===== src/rtl/req_arbiter16.sv =====
// 16-requester arbiter: round-robin or fixed-priority selection, grant held until release.
// Optional hold-time limit enabled by defining ARB_TIMEOUT_EN.
module req_arbiter16 #(
   parameter int unsigned N       = 16,
   parameter int unsigned IDX_W   = 4,
   parameter int unsigned TIMEOUT = 64
) (
   input  logic             clk,
   input  logic             rst_n,
   input  logic [N-1:0]     req,
   input  logic             done,
   input  logic             prio_mode,
   output logic [N-1:0]     gnt,
   output logic             gnt_valid,
   output logic [IDX_W-1:0] gnt_idx,
   output logic             timeout
);

   typedef enum logic [1:0] {StIdle, StBusy, StRel} state_e;

   state_e           state_q, state_d;
   logic [N-1:0]     gnt_q, gnt_d;
   logic             gnt_valid_q, gnt_valid_d;
   logic [IDX_W-1:0] gnt_idx_q, gnt_idx_d;
   logic [IDX_W-1:0] ptr_q, ptr_d;
   logic             mode_q, mode_d;

   logic [N-1:0]     req_hi;
   logic [IDX_W-1:0] fix_w, hi_w, win;
   logic             release_norm;
   logic             expire;

   // Lowest set bit overall, and lowest set bit at or above the round-robin pointer.
   always_comb begin
      req_hi = '0;
      fix_w  = '0;
      hi_w   = '0;
      for (int i = 0; i < int'(N); i++) begin
         req_hi[i] = req[i] && (i >= int'(ptr_q));
      end
      for (int i = int'(N) - 1; i >= 0; i--) begin
         if (req[i])    fix_w = IDX_W'(i);
         if (req_hi[i]) hi_w  = IDX_W'(i);
      end
      if (prio_mode)     win = fix_w;
      else if (|req_hi)  win = hi_w;
      else               win = fix_w;
   end

   assign release_norm = done || !req[gnt_idx_q];

`ifdef ARB_TIMEOUT_EN
   localparam int unsigned CntW = (TIMEOUT > 1) ? $clog2(TIMEOUT) : 1;

   logic [CntW-1:0] cnt_q, cnt_d;
   logic            timeout_q, timeout_d;

   assign expire = (cnt_q == CntW'(TIMEOUT - 1));

   always_comb begin
      cnt_d     = cnt_q;
      timeout_d = 1'b0;
      if (state_q == StIdle) begin
         cnt_d = '0;
      end else if (state_q == StBusy) begin
         cnt_d     = cnt_q + CntW'(1);
         // A simultaneous done wins: that is an ordinary release, not a timeout.
         timeout_d = expire && !release_norm;
      end
   end

   always_ff @(posedge clk or negedge rst_n) begin
      if (!rst_n) begin
         cnt_q     <= '0;
         timeout_q <= 1'b0;
      end else begin
         cnt_q     <= cnt_d;
         timeout_q <= timeout_d;
      end
   end

   assign timeout = timeout_q;
`else
   logic unused_timeout;
   assign unused_timeout = (TIMEOUT != 0);
   assign expire         = 1'b0;
   assign timeout        = 1'b0;
`endif

   always_comb begin
      state_d     = state_q;
      gnt_d       = gnt_q;
      gnt_valid_d = gnt_valid_q;
      gnt_idx_d   = gnt_idx_q;
      ptr_d       = ptr_q;
      mode_d      = mode_q;
      unique case (state_q)
         StIdle: begin
            if (|req) begin
               gnt_d       = N'(1) << win;
               gnt_idx_d   = win;
               gnt_valid_d = 1'b1;
               mode_d      = prio_mode;
               state_d     = StBusy;
            end
         end
         StBusy: begin
            if (release_norm || expire) begin
               gnt_d       = '0;
               gnt_valid_d = 1'b0;
               // Mode captured at grant time decides rotation, not the live input.
               if (!mode_q) ptr_d = gnt_idx_q + IDX_W'(1);
               state_d     = StRel;
            end
         end
         StRel: begin
            state_d = StIdle;
         end
         default: begin
            state_d = StIdle;
         end
      endcase
   end

   always_ff @(posedge clk or negedge rst_n) begin
      if (!rst_n) begin
         state_q     <= StIdle;
         gnt_q       <= '0;
         gnt_valid_q <= 1'b0;
         gnt_idx_q   <= '0;
         ptr_q       <= '0;
         mode_q      <= 1'b0;
      end else begin
         state_q     <= state_d;
         gnt_q       <= gnt_d;
         gnt_valid_q <= gnt_valid_d;
         gnt_idx_q   <= gnt_idx_d;
         ptr_q       <= ptr_d;
         mode_q      <= mode_d;
      end
   end

   assign gnt       = gnt_q;
   assign gnt_valid = gnt_valid_q;
   assign gnt_idx   = gnt_idx_q;

endmodule

===== config.mk =====
export PLATFORM = sky130hd
export DESIGN_NAME = req_arbiter16
export DESIGN_NICKNAME = d
export VERILOG_FILES = /design/src/rtl/req_arbiter16.sv
export SDC_FILE = /design/constraint.sdc
export NUM_CORES = 1
export LEC_CHECK = 0
export ABC_AREA = 1
export CORE_MARGIN = 2
export CORE_UTILIZATION = 55
export CTS_CLUSTER_DIAMETER = 40
export CTS_CLUSTER_SIZE = 20
export DETAILED_ROUTE_END_ITERATION = 6
export GPL_ROUTABILITY_DRIVEN = 0
export GPL_TIMING_DRIVEN = 1
export MAX_ROUTING_LAYER = met4
export PLACE_DENSITY = 0.95
export SETUP_SLACK_MARGIN = 0.15
export SLEW_MARGIN = 10
export SYNTH_ARGS = -nofsm -noshare
export SYNTH_HDL_FRONTEND = slang
export SYNTH_SLANG_ARGS = --single-unit

===== constraint.sdc =====
create_clock -name clk -period 4.9 [get_ports clk]
set_clock_uncertainty 0.05 [all_clocks]
set_input_delay 0.735 -clock clk [delete_from_list [all_inputs] [get_ports clk]]
set_output_delay 0.735 -clock clk [all_outputs]
set_load 0.05 [all_outputs]

# == Yosys cells after proc, flatten, opt, wreduce, memory -nomap -nowiden ==
# Index checks and enable logic that the tools add are counted.
# totals
wordCells,97
inputBits,20
ff_bits,28
out_inout_bits,22
# classes
n_eq_ne,3
reduce_logical,25
n_shift,1
addsub,1
n_bitwise,1
magnitude_cmp,16
mux,44
# op_table
op,count
$mux W4,33
$mux W16,2
$pmux W16 S2,1
$reduce_or A16 Y1,2
$ge A4 B4 Y1 const A,7
$ge A3 B4 Y1 const A,4
$shl A1 B4 Y16 const A,1
$logic_and A1 B1 Y1,15
$ge A1 B4 Y1 const A,2
$ge A2 B4 Y1 const A,2
$reduce_and A3 Y1,2
$lt A4 B5 Y1 const B,1
$add A4 B1 Y4 const B,1
$bmux W1 S4,1
$mux W2,2
$ne A2 B2 Y1 const B,2
$pmux W2 S2,1
$reduce_and A2 Y1,2
$mux W1,3
$eq A2 B1 Y1 const B,1
$logic_not A2 Y1,1
$pmux W1 S2,1
$reduce_bool A2 Y1,1
$logic_not A1 Y1,1
other kinds (2),2

# == Longest topological paths before layout ==
# logic_depth
depth_word,22
mapped_depth,20
ltp_nobuf,20

# == Worst setup path before layout ==
# OpenSTA, ideal clock, no wires.
# synth_path
path_kind,register to register
startpoint,"reg gnt_idx_q[1], in the netlist gnt_idx[1]"
endpoint,"reg gnt_q[11], in the netlist gnt[11]"
setup_time_ns,0.118
path_buffers,1
required_time_ns,4.732
t_arrival_ns,2.098
stages_incl_launch_ff,17
synth_period_minus_slack_ns,2.267
setup_slack_ns,2.633
cell_sequence,dfrtp_1 buf_2 inv_1 a21oi_1 o21ai_1 nand3_1 nand3_1 a21oi_1 nand2_1 nand2_1 inv_1 nand2_2 inv_1 nand2_1 inv_1 nand4_1 nand2_1
# synth_via
elab_chain_len,6
# synth_rtl
element,line,text
from (decl),24,"logic [IDX_W-1:0] gnt_idx_q, gnt_idx_d;"
from (signal assigned),137,gnt_idx_q <= gnt_idx_d;
$bmux W1 S4,50,assign release_norm = done || !req[gnt_idx_q];
$mux W1 (not written as such),50,
$logic_not A1 Y1,50,
$logic_or A1 B1 Y1,50,
$ne A2 B2 Y1 (no source line),--,
$reduce_and A3 Y1 (no source line),--,
to (signal assigned),135,gnt_q <= gnt_d;
to (decl),22,"logic [N-1:0] gnt_q, gnt_d;"
# No other way between the ends. The select of a mux whose other input is x is not followed.
# A chain may end at the register's enable or synchronous reset.

# == Final worst setup path ==
# layout_path
startpoint,in req[9]
endpoint,"reg gnt_q[11], in the netlist gnt[11]"
# layout_via
elab_chain_len,16
word_cells_on_any_way,35
classes_between,eq/ne (2); shift (1); mux (26); reduce/logical (6)
# layout_rtl
element,line,text
from (decl),10,"input logic [N-1:0] req,"
$logic_and A1 B1 Y1,39,req_hi[i] = req[i] && (i >= int'(ptr_q));
$mux W4 (10 in series),43,if (req_hi[i]) hi_w = IDX_W'(i);
$mux W4,46,else if (|req_hi) win = hi_w;
$mux W4,45,if (prio_mode) win = fix_w;
$shl A1 B4 Y16,100,gnt_d = N'(1) << win;
$mux W16,99,if (|req) begin
$pmux W16 S2,97,unique case (state_q)
# Parallel ways exist; a longest one is shown, timed or not. The select of a mux whose other input is x is not followed.

==> qor.yml <==
peakVddDrop_mv: 0.368
crit_buf_inv: 5
n_fill_cell: 260
yosysWarnings: 0
antenna_found_initial: 0
dp_hpwl_mm: 3.77
h-tree-depth: 1
grt_max_degree: 29
cts-root-buf: "clkbuf_4"
cts_resized: 0
setup_viol: 0
rows: 21
crit_family: "buffers and inverters"
ys_types: 30
ys_seq_area_share_pct: 36.4
critPathKind: "in2reg"
hold_path.class: "reg2reg"
cts.path.max_buffers: 2
ys_ff_latch: 28
routedWlPerCell_um: 12.9
slew_viol_final: 0
die_h_um: 63.2
core_um2: 3340
vias_per_cell: 5.39
cp_max_fo: 8
timing.final.crit_share_pct: 54.5
outcome: "finished clean"
synth_cells: 285
dr.pass1.iters: 4
num_vias: 2010
ant_nets: 0
slowest_stage: "clkdlybuf4s50_1"
path_cells: "clkdlybuf4s50_1 -> inv_1 -> a21oi_1 -> o21ai_0 -> nand3_1 -> nand3_1 -> a21oi_1 -> nand2_1 -> nand2_1 -> inv_1 -> nand2_2 -> inv_1 -> nand2_1 -> inv_1 -> nand4_1 -> nand2_1"
yosysTopAreaCellShare_pct: 36.4
clk_latency_ns: 0.32
overflow: 0
post-route-util_pct: 72.2
synthArstFlopShare_pct: 100
power.density_nw_per_um2: 466
fmax_ghz: 0.374
leakagePower_nw: 1.16
yosys_most_used_dff: "dfrtp_1"
portBuffers: 40
tritoncts: "yes"
die_area_um2: 3990
syn-cell-area_um2: 1920
cts.sinks: 28
syn_to_final_growth_pct: 25.2
rsz0062_at_grt: "no"
tns_ns: 0
io_pins: 42
crit_arrival_ns: 2.86
syn_avg_cell_area_um2: 6.75
grt_pass1_vias: 1868
clk_pin_slew_ns: 0.14
start_kind: "input pin"
syn-num-nets: 306
antenna_cells: 0
cap_violations: 0
cts_setup_buffers: 0
synth_top_area_cell: "dfrtp_1"
drive_gt1_share_pct: 7.65
drt_iter0_markers: 180
grt_pass1_wl_mm: 8.22
cp.required_ns: 5.08
nets: 349
die_w_um: 63.2
end_kind: "flip-flop"
route.detailed.drc: 0
relSlewSlack_pct: 65.8
slowest_delay_ns: 0.49
drt_wl_total_mm: 4.81
timing.final.hold_violations: 0
netlist_top_cells_area: "dfrtp_1 (36%), nand2_1 (14%), inv_1 (8.8%)"
fin_crit_ns: 2.67
tightest_slew_ns: 0.511
holdBufCountCts: 0
numCtsBuffers: 3
start_util_pct: 57.7
grt_usage_pct: 26.4
synth_edf_count: 0
-- path summary, 6_finish.rpt --
path | from | to | slack (ns) | cells after the start
worst max-delay path | req[9] | gnt[11]$_DFFE_PN0P_ | 2.23 | 16
worst min-delay path | gnt[9]$_DFFE_PN0P_ | gnt[9]$_DFFE_PN0P_ | 0.46 | 2
worst max register to register | gnt_idx[0]$_DFFE_PN0P_ | gnt[11]$_DFFE_PN0P_ | 2.37 | 15
worst min register to register | gnt[9]$_DFFE_PN0P_ | gnt[9]$_DFFE_PN0P_ | 0.46 | 2
max in group asynchronous | rst_n | gnt_idx[2]$_DFFE_PN0P_ | 3.83 | 2
min in group asynchronous | rst_n | gnt[9]$_DFFE_PN0P_ | 0.71 | 2
-- area by class of cell --
class / count / area [um2] / area share, %
multi-input combinational: 205 / 1020 / 42.3
tap: 46 / 57.6 / 2.39
sequential: 28 / 701 / 29.1
timing repair buffer: 41 / 408 / 16.9
inverter: 49 / 186 / 7.74
clock buffer: 4 / 36.3 / 1.51
-- sequential cells by signal (all words and copies together) (netlist names) --
register,flops
gnt,16
ptr_q,4
state_q,2
gnt_valid,1
mode_q,1
gnt_idx,4
-- power by group --
| part | internal [mW] | switching [mW] | total [mW] |
|---|---|---|---|
| sequential | 0.290 | 0.0693 | 0.360 |
| clock | 0.0455 | 0.0638 | 0.109 |
| combinational | 0.204 | 0.450 | 0.653 |
| total | 0.539 | 0.583 | 1.12 |
-- cell usage in the layout (no fill, tap or decap), drive strengths merged --
master	instances
a21oi	15
a31oi	2
buf	1
clkbuf	4
clkdlybuf4s50	40
conb	1
dfrtp	28
ha	1
inv	49
nand2	78
nand3	19
nand4	14
nor2	34
nor3	4
nor4	1
o211ai	2
o21a	1
o21ai	22
o21bai	9
xor2	2
-- worst register-to-register path, cell delays in order (launching register included) --
cell     delay (ns)
dfrtp_1        0.65
inv_1          0.22
a21oi_1        0.18
o21ai_1        0.07
nand3_1        0.08
nand3_1        0.07
a21oi_1        0.16
nand2_1        0.10
nand2_1        0.06
inv_1          0.07
nand2_2        0.12
inv_1          0.12
nand2_1        0.21
inv_1          0.13
nand4_1        0.10
nand2_1        0.06
-- cells by family (layout without fill, tap and decap cells) --
kind of cell	count (synthesis)	in the layout	synth area share [%]
other cells	1	1	0.195
fa+ha+maj	1	1	0.650
buf+inv	52	94	10.6
simple gates	150	150	34.9
flops	28	28	36.4
xor+xnor	2	2	0.910
compound gates	51	51	16.3
-- cells in the mapped netlist (2+ instances only) --
library cell,number
a21oi_1,11
dfrtp_1,28
xor2_1,2
nor3_2,2
nand4_1,14
nor2_2,2
inv_1,45
nand2_1,72
o21ai_1,5
inv_2,3
nand3_1,19
nor3_1,2
a31oi_1,2
nand2_2,5
a21oi_2,3
o211ai_1,2
o21ai_0,16
buf_2,2
o21bai_1,9
nor2_1,31
-- routing by layer --
| layer | track usage (%) | share of wire [%] | vias to the layer above |
|---|---|---|---|
| met5 | - | 0 | - |
| met3 | 2.68 | 6.9 | 8 |
| met1 | 32.5 | 42 | 908 |
| met2 | 44.1 | 50 | 90 |
| li1 | - | - | 1004 |
| met4 | 11.7 | 1.8 | 0 |
-- stage by stage --
step / hold slack (ns) / worst slack [ns] / std cells / total power [mW] / area [um2]
after floorplan: 0.389 / 2.63 / 285 / 0.825 / 1920
after global placement: 0.421 / 2.06 / 369 / 0.995 / 2370
after detailed placement: 0.419 / 1.91 / 369 / 1.01 / 2370
after CTS: 0.461 / 2.26 / 373 / 1.12 / 2410
after global routing: 0.487 / 2.02 / 373 / 1.21 / 2410
final: 0.459 / 2.23 / 373 / 1.12 / 2410
(Power assumes the default switching activity.)
